$ cat config.mk
export PLATFORM = sky130hd
export DESIGN_NAME = load_store_sequencer
export DESIGN_NICKNAME = d
export VERILOG_FILES = /design/src/rtl/load_store_sequencer_pkg.sv /design/src/rtl/lsu_data_align.sv /design/src/rtl/load_store_sequencer.sv
export SDC_FILE = /design/constraint.sdc
export NUM_CORES = 1
export LEC_CHECK = 0
export CAP_MARGIN = 10
export CORE_MARGIN = 5
export CORE_UTILIZATION = 46
export DETAILED_ROUTE_END_ITERATION = 7
export DONT_BUFFER_PORTS = 1
export GPL_TIMING_DRIVEN = 0
export PLACE_DENSITY = 0.61
export SYNTH_ARGS = -nofsm -noshare
export SYNTH_HDL_FRONTEND = slang
export SYNTH_SLANG_ARGS = --single-unit
$ cat constraint.sdc
create_clock -name clk -period 3.8 [get_ports clk]
set_clock_uncertainty 0.15 [all_clocks]
set_input_delay 0.57 -clock clk [delete_from_list [all_inputs] [get_ports clk]]
set_output_delay 0.57 -clock clk [all_outputs]
set_load 0.02 [all_outputs]
$ cat src/rtl/load_store_sequencer_pkg.sv
// Shared types for the data-memory load/store sequencer: access-size encoding,
// sequencer states and the write-lane payload.
package load_store_sequencer_pkg;

  localparam int unsigned DATA_WIDTH = 32;
  localparam int unsigned STRB_WIDTH = DATA_WIDTH / 8;

  typedef enum logic [2:0] {
    NONE               = 3'd0,
    BYTE               = 3'd1,
    HALF_WORD          = 3'd2,
    WORD               = 3'd3,
    BYTE_UNSIGNED      = 3'd4,
    HALF_WORD_UNSIGNED = 3'd5
  } truncSrc;

  typedef enum logic [1:0] {
    IDLE   = 2'd0,
    REQ    = 2'd1,
    WAIT_R = 2'd2,
    RESP   = 2'd3
  } lsuState;

  typedef struct packed {
    logic [STRB_WIDTH-1:0] wstrb;
    logic [DATA_WIDTH-1:0] wdata;
  } lsu_wlane_t;

  // NONE and the two unencoded values are illegal access sizes.
  function automatic logic trunc_legal(input logic [2:0] t);
    return (t != 3'(NONE)) && (t <= 3'(HALF_WORD_UNSIGNED));
  endfunction

endpackage

$ cat src/rtl/lsu_data_align.sv
// Combinational lane logic: byte strobes, store-data replication, word-aligned
// address, load extraction/extension and misalignment detection.
module lsu_data_align
  import load_store_sequencer_pkg::*;
#(
  parameter int unsigned ADDR_WIDTH = 32
) (
  input  logic [2:0]            trunc,
  input  logic [ADDR_WIDTH-1:0] addr,
  input  logic [DATA_WIDTH-1:0] wdata,
  input  logic [DATA_WIDTH-1:0] rdata,
  output logic [ADDR_WIDTH-1:0] addr_aligned,
  output lsu_wlane_t            wlane,
  output logic [DATA_WIDTH-1:0] rdata_ext,
  output logic                  misaligned
);

  logic [1:0]            off;
  logic [1:0]            eoff;
  logic [DATA_WIDTH-1:0] shifted;

  assign addr_aligned = {addr[ADDR_WIDTH-1:2], 2'b00};

  // Misaligned halves/words are force-aligned by clearing the offending offset bits.
  always_comb begin
    off        = addr[1:0];
    eoff       = off;
    misaligned = 1'b0;
    wlane      = '0;
    rdata_ext  = '0;
    case (trunc)
      HALF_WORD, HALF_WORD_UNSIGNED: begin
        misaligned = off[0];
        eoff       = {off[1], 1'b0};
      end
      WORD: begin
        misaligned = (off != 2'd0);
        eoff       = 2'd0;
      end
      default: ;
    endcase
    shifted = rdata >> {eoff, 3'b000};
    case (trunc)
      BYTE, BYTE_UNSIGNED: begin
        wlane.wstrb = STRB_WIDTH'(1) << eoff;
        wlane.wdata = {4{wdata[7:0]}};
        rdata_ext   = (trunc == BYTE) ? {{24{shifted[7]}}, shifted[7:0]}
                                      : {24'd0, shifted[7:0]};
      end
      HALF_WORD, HALF_WORD_UNSIGNED: begin
        wlane.wstrb = STRB_WIDTH'(3) << eoff;
        wlane.wdata = {2{wdata[15:0]}};
        rdata_ext   = (trunc == HALF_WORD) ? {{16{shifted[15]}}, shifted[15:0]}
                                           : {16'd0, shifted[15:0]};
      end
      WORD: begin
        wlane.wstrb = '1;
        wlane.wdata = wdata;
        rdata_ext   = shifted;
      end
      default: ;
    endcase
  end

endmodule

$ cat src/rtl/load_store_sequencer.sv
// Sequences pipeline loads/stores onto a valid/ready data-memory bus with a watchdog.
// Define LSU_MISALIGNED_TRAP_EN to trap misaligned accesses instead of force-aligning.
module load_store_sequencer
  import load_store_sequencer_pkg::*;
#(
  parameter int unsigned ADDR_WIDTH     = 32,
  parameter int unsigned TIMEOUT_CYCLES = 255
) (
  input  logic                  clk,
  input  logic                  reset_n,
  input  logic                  req_valid,
  output logic                  req_ready,
  input  logic                  req_write,
  input  logic [2:0]            req_trunc,
  input  logic [ADDR_WIDTH-1:0] req_addr,
  input  logic [DATA_WIDTH-1:0] req_wdata,
  output logic                  mem_valid,
  input  logic                  mem_ready,
  output logic                  mem_write,
  output logic [ADDR_WIDTH-1:0] mem_addr,
  output logic [STRB_WIDTH-1:0] mem_wstrb,
  output logic [DATA_WIDTH-1:0] mem_wdata,
  input  logic                  mem_rvalid,
  input  logic [DATA_WIDTH-1:0] mem_rdata,
  output logic                  resp_valid,
  output logic [DATA_WIDTH-1:0] resp_rdata,
  output logic                  stall,
  output logic                  fault
);

  localparam int unsigned CNT_W = $clog2(TIMEOUT_CYCLES + 1);

`ifdef LSU_MISALIGNED_TRAP_EN
  localparam bit TRAP_MISALIGNED = 1'b1;
`else
  localparam bit TRAP_MISALIGNED = 1'b0;
`endif

  lsuState               state_q, state_d;
  logic [2:0]            trunc_q, trunc_d;
  logic [1:0]            off_q, off_d;
  logic [CNT_W-1:0]      cnt_q, cnt_d;
  logic                  req_ready_d, mem_valid_d, mem_write_d;
  logic [ADDR_WIDTH-1:0] mem_addr_d;
  logic [STRB_WIDTH-1:0] mem_wstrb_d;
  logic [DATA_WIDTH-1:0] mem_wdata_d, resp_rdata_d;
  logic                  resp_valid_d, fault_d, done;

  logic [2:0]            al_trunc;
  logic [ADDR_WIDTH-1:0] al_addr, al_addr_aligned;
  lsu_wlane_t            al_wlane;
  logic [DATA_WIDTH-1:0] al_rdata_ext;
  logic                  al_misaligned;

  // Align the incoming op while idle, the captured op while in flight.
  assign al_trunc = (state_q == IDLE) ? req_trunc : trunc_q;
  assign al_addr  = (state_q == IDLE) ? req_addr : ADDR_WIDTH'(off_q);

  lsu_data_align #(.ADDR_WIDTH(ADDR_WIDTH)) u_align (
    .trunc        (al_trunc),
    .addr         (al_addr),
    .wdata        (req_wdata),
    .rdata        (mem_rdata),
    .addr_aligned (al_addr_aligned),
    .wlane        (al_wlane),
    .rdata_ext    (al_rdata_ext),
    .misaligned   (al_misaligned)
  );

  assign stall = ((state_q == IDLE) && req_valid) || (state_q == REQ) || (state_q == WAIT_R);

  // Next-state and next-output logic.
  always_comb begin
    state_d      = state_q;
    trunc_d      = trunc_q;
    off_d        = off_q;
    cnt_d        = cnt_q;
    mem_valid_d  = mem_valid;
    mem_write_d  = mem_write;
    mem_addr_d   = mem_addr;
    mem_wstrb_d  = mem_wstrb;
    mem_wdata_d  = mem_wdata;
    resp_valid_d = 1'b0;
    resp_rdata_d = '0;
    fault_d      = 1'b0;
    done         = 1'b0;
    case (state_q)
      IDLE: begin
        if (req_valid) begin
          if (!trunc_legal(req_trunc) || (TRAP_MISALIGNED && al_misaligned)) begin
            state_d      = RESP;
            resp_valid_d = 1'b1;
            fault_d      = 1'b1;
          end else begin
            state_d     = REQ;
            trunc_d     = req_trunc;
            off_d       = req_addr[1:0];
            cnt_d       = '0;
            mem_valid_d = 1'b1;
            mem_write_d = req_write;
            mem_addr_d  = al_addr_aligned;
            mem_wstrb_d = req_write ? al_wlane.wstrb : '0;
            mem_wdata_d = req_write ? al_wlane.wdata : '0;
          end
        end
      end
      REQ, WAIT_R: begin
        if ((state_q == REQ) && mem_ready) begin
          mem_valid_d = 1'b0;
          if (mem_write || mem_rvalid) done = 1'b1;
          else state_d = WAIT_R;
        end else if ((state_q == WAIT_R) && mem_rvalid) begin
          done = 1'b1;
        end
        // A completing access wins over a watchdog expiry in the same cycle.
        if (done) begin
          state_d      = RESP;
          resp_valid_d = 1'b1;
          resp_rdata_d = mem_write ? '0 : al_rdata_ext;
        end else if (cnt_q == CNT_W'(TIMEOUT_CYCLES - 1)) begin
          state_d      = RESP;
          mem_valid_d  = 1'b0;
          resp_valid_d = 1'b1;
          fault_d      = 1'b1;
        end else begin
          cnt_d = cnt_q + CNT_W'(1);
        end
      end
      RESP: begin
        state_d = IDLE;
        cnt_d   = '0;
      end
      default: state_d = IDLE;
    endcase
    req_ready_d = (state_d == IDLE);
  end

  always_ff @(posedge clk or negedge reset_n) begin
    if (!reset_n) begin
      state_q    <= IDLE;
      trunc_q    <= '0;
      off_q      <= '0;
      cnt_q      <= '0;
      req_ready  <= 1'b1;
      mem_valid  <= 1'b0;
      mem_write  <= 1'b0;
      mem_addr   <= '0;
      mem_wstrb  <= '0;
      mem_wdata  <= '0;
      resp_valid <= 1'b0;
      resp_rdata <= '0;
      fault      <= 1'b0;
    end else begin
      state_q    <= state_d;
      trunc_q    <= trunc_d;
      off_q      <= off_d;
      cnt_q      <= cnt_d;
      req_ready  <= req_ready_d;
      mem_valid  <= mem_valid_d;
      mem_write  <= mem_write_d;
      mem_addr   <= mem_addr_d;
      mem_wstrb  <= mem_wstrb_d;
      mem_wdata  <= mem_wdata_d;
      resp_valid <= resp_valid_d;
      resp_rdata <= resp_rdata_d;
      fault      <= fault_d;
    end
  end

endmodule

# After elaboration in Yosys (flattened, before gate mapping)
# Cells that the tools add are included.
# totals
reg_bits	118
input_bits	105
elab_cells	89
out_inout_bits	106
# classes
shifts	3
n_eq_ne	13
n_addsub	1
n_mux	41
n_reduce_logical	17
order_cmp	1
# ops
op	n
$mux W32	7
$pmux W36 S3	1
$pmux W32 S3	1
$mux W8	4
$shr A32 B5 Y32	1
$pmux W8 S3	1
$mux W1	14
$mux W2	6
$add A8 B1 Y8 const B	1
$eq A8 B8 Y1 const B	1
$eq A3 B2 Y1 const B	2
$eq A3 B3 Y1 const B	2
$ne A2 B2 Y1 const B	3
$pmux W1 S2	3
$pmux W2 S3	1
$reduce_and A3 Y1	2
$reduce_or A2 Y1	3
$eq A2 B2 Y1 const B	2
$logic_and A1 B1 Y1	4
$logic_not A2 Y1	2
$mux W4	1
$pmux W2 S2	1
$reduce_and A4 Y1	1
$shl A1 B2 Y4 const A	1
9 further kinds	11

# Depth between registers and ports, before layout
# logic_depth
word_depth	11
ltp_mapped	11
ltp_nobuf	8

# By module
# Synthesis repeated with hierarchy kept, for this count alone.
# hier_totals
hier_cells	734
hier_area_um2	6900.4
# modules_own_cells
module	seq_area_each_um2	area_each_um2	cells_per_inst	n_inst
load_store_sequencer	3004.1	5036.1	443	1
lsu_data_align	0.0	1864.3	291	1

# Worst setup path after synthesis
# No wires, ideal clock.
# synth_path
kind	register to register
startpoint	register state_q[1]
endpoint	register resp_rdata[22]
arrival_ns	2.495
setup_time_ns	0.126
path_stages_with_launch	11
path_slack_ns	1.029
n_path_buf	2
required_ns	3.524
path_cell_list	dfrtp_1 -> inv_1 -> ha_1 -> buf_6 -> mux2_4 -> or3_4 -> and3_1 -> o311a_1 -> a21oi_4 -> buf_6 -> o21ai_1
# synth_between
elab_chain_len	11
# synth_lines
element	line_no	source
from (decl)	load_store_sequencer.sv:39	lsuState state_q, state_d;
from (signal assigned)	load_store_sequencer.sv:154	state_q <= state_d;
$logic_not A2 Y1	load_store_sequencer.sv:56, load_store_sequencer.sv:57	
$mux W3	load_store_sequencer.sv:56	assign al_trunc = (state_q == IDLE) ? req_trunc : trunc_q;
$eq A3 B3 Y1 / $eq A3 B2 Y1 (equally long branches)	lsu_data_align.sv:31, lsu_data_align.sv:43, lsu_data_align.sv:53	
$reduce_or A2 Y1	lsu_data_align.sv:31, lsu_data_align.sv:43	
$pmux W2 S2	lsu_data_align.sv:31	case (trunc)
$shr A32 B5 Y32	lsu_data_align.sv:42	shifted = rdata >> {eoff, 3'b000};
$mux W32, on equally long branches	lsu_data_align.sv:53, lsu_data_align.sv:47	
$pmux W32 S3	lsu_data_align.sv:43	case (trunc)
$mux W32	load_store_sequencer.sv:119	resp_rdata_d = mem_write ? '0 : al_rdata_ext;
$mux W32	load_store_sequencer.sv:116	if (done) begin
$mux W32 *	load_store_sequencer.sv:87	case (state_q)
named net resp_rdata_d[22]	load_store_sequencer.sv:46	logic [DATA_WIDTH-1:0] mem_wdata_d, resp_rdata_d;
to (signal assigned)	load_store_sequencer.sv:165	resp_rdata <= resp_rdata_d;
to (decl)	load_store_sequencer.sv:26	output logic [DATA_WIDTH-1:0] resp_rdata,
# Mark *: on every way through the listed nets, which the timed path passes. The rest lies on a longest branch. The select of a mux whose other input is x is not followed.
# A chain may end at the register's enable or synchronous reset.

# Final worst setup path
# layout_path
startpoint	register state_q[1]
endpoint	register resp_rdata[23]
# Same word-level chain as after synthesis.

==> flow_summary.toml <==
[critical_path]
end_kind = "flop"
cp.arrival_ns = 3.53
crit_path_max_fanout = 10
start_kind = "flop"
worst-setup-path-type = "reg -> reg"
crit_required_ns = 3.99

[clock_tree]
ctsHoldBuffers = 2
clk_latency_ns = 0.41
cts_tree = "built"
cts_buffers = 17
clock_sinks = 118
clockRootBuffer = "clkbuf_16"
clk_path_buf_depth = 2
clkTransAtPathRegs_ns = 0.05
cts_setup_buffers = 0
cts-htree-levels = 4
cts_resized = 0

[place]
portBuffers = 0
hpwl_mm = 11.0
place_worst_setup_slack_ns = 0.445
place_congestion = 0.802

[synthesis]
synth_top_area_share_pct = 54.2
async_flop_share_pct = 100
synth_flop_cell = "dfrtp_1"
avgSynthCellArea_um2 = 9.45
synth_top_area_cell = "dfrtp_1"
ys_warn_count = 0
netlist-cell-type-count = 48
syn_inst = 572
ys_seq_area_share_pct = 54.6
synth_edf_count = 0
synthesis.area_um2 = 5410
synthTopCellsByArea = "dfrtp_1 54%, nand2_1 13%, o21ai_0 5.0%, mux2i_1 4.1%, a22oi_1 2.4%"
ys_ff_latch = 118

[route]
routedWlPerCell_um = 19.8
drtIter0Drc = 235
dr.pass1.iters = 4
postRouteWirelength_mm = 14.9
vias = 4256
drtAntennaViolNets = 0
drc = 0
via_per_inst = 5.67

[sta]
setup_tns_ns = 0
slew_viol_final = 0
max_slew.worst_pin.slew_ns = 0.839
setup_viol = 0
relSlewSlack_pct = 44.0
worst_slack_ns = 0.456
fin_crit_sh_pct = 88.0
fmax_mhz = 299
hold_viol_final = 0
post-route-min-period_ns = 3.34
rsz0062_at_grt = "false"

[floorplan]
die_area_um2 = 14000
io_pins = 211
die_y_um = 118
core_um2 = 11500
start_util_pct = 47.1
die-width_um = 118
row_count = 39

[run]
maxCapViolCount = 0

[power_and_ir_drop]
p_total_w = 0.00574
power_density_nw_per_um2 = 913
leakagePower_nw = 3.04
vdd.ir_drop.worst_v = 0.000465

[global_route]
gr-usage-all-layers_pct = 21.1
grt_busiest_layer = "met2"
grt_max_degree = 119
grt_pass1_wl_mm = 23.4
grt_overflow = 0
use_met2_pct = 32.5
antenna_found_initial = 0
grt_pass1_vias = 4270
grtUsageMet3_pct = 9.17
use_met1_pct = 26.0

[status]
status = "complete, no violations"

[finish]
drive_above_1_share_pct = 8.73
layout_common_cells = "192 x nand2_1, 117 x dfrtp_1, 54 x o21ai_0"
finalNetCount = 705
n_antenna_cell = 0
fin_util_pct = 54.9
area_growth_pct = 16.3
layout_commonest_cell = "nand2_1"

[worst_hold_path]
min_path_type = "in -> reg"
-- metrics by stage --
| step | instances | cell area [um2] | hold slack [ns] |
|---|---|---|---|
| 2_1_floorplan | 573 | 5410 | 0.124 |
| 3_3_place_gp | 716 | 5590 | 0.127 |
| 3_5_place_dp | 716 | 5590 | 0.127 |
| 4_1_cts | 750 | 6290 | 0.0972 |
| 5_1_grt | 750 | 6290 | 0.0932 |
| 6_report | 750 | 6290 | 0.114 |
-- power by group --
group / total, W / leakage (nW) / switching, W / internal (W)
Combinational: 0.00165 / 1.16 / 0.00103 / 0.000615
Sequential: 0.00233 / 1.56 / 0.000703 / 0.00163
Clock: 0.00176 / 0.326 / 0.000546 / 0.00122
-- worst paths after layout --
check / from / end / slack [ns] / depth (start not counted)
max in group asynchronous: reset_n / resp_valid / 2.41 / 2
worst max-delay path: state_q[1] / resp_rdata[23] / 0.46 / 10
min in group asynchronous: reset_n / resp_rdata[10] / 0.60 / 2
worst max register to register: state_q[1] / resp_rdata[23] / 0.46 / 10
worst min register to register: off_q[1] / off_q[1] / 0.35 / 2
worst min-delay path: req_addr[20] / mem_addr[20] / 0.11 / 2
-- layer usage --
metal  share of wire, %  wire length [um]
met5                  0                 0
met4                2.5               377
met3                9.9              1470
met2                 47              7060
met1                 40              5970
-- cells by family after synthesis --
group                      Yosys count  synth area share (%)
adders and majority gates            6                  1.39
muxes                               34                  6.64
xor gates and xnor gates             3                 0.486
and+or+nand+nor                    250                  19.3
buffers and inverters               35                  3.01
DFF                                118                  54.6
AOI/OAI and AO/OA                  125                  14.5
other                                1                0.0694
-- critical path, cell delays in order (launching register included) --
cell      delay, ns
dfrtp_1        0.42
inv_1          0.12
ha_1           0.24
buf_6          0.18
mux2i_1        0.50
nand2_1        0.20
a21o_1         0.19
clkbuf_1       0.21
a21oi_1        0.71
o21ai_0        0.23
nand2_1        0.12
-- area by class of cell --
class,count,area [um2]
clock inverter,7,138
tap,143,179
clock buffer,25,526
inverter,5,18.8
sequential,118,2950
buffer,30,144
timing repair buffer,2,37.5
multi-input combinational,420,2290
fill,1018,5180
-- Yosys cell counts (2+ instances only) --
library cell and count:
nand3_1 6, nor2b_1 7, or4_1 2, a21o_1 2
a221oi_1 7, mux2i_1 22, buf_4 2, and4_1 2
nand4_1 2, o311a_1 2, a22oi_1 17, and3_1 2
ha_1 6, and2_1 2, inv_1 5, o21ai_0 54
buf_6 3, dfrtp_1 117, a21oi_1 11, or3_1 4
nand4b_1 2, o21ai_1 8, xor2_1 2, o31ai_1 6
nand2_1 192, a31oi_1 2, a211oi_1 8, nor2_1 23
o311ai_0 2, clkbuf_1 24, mux2_2 11
-- state kept, by name, indices dropped and copies added, names as in the netlist --
signal	count
trunc_q	3
req_ready	1
fault	1
mem_valid	1
state_q	2
cnt_q	8
mem_write	1
resp_rdata	32
mem_addr	30
mem_wdata	32
resp_valid	1
off_q	2
mem_wstrb	4
Power figures use the tool's default switching activity.
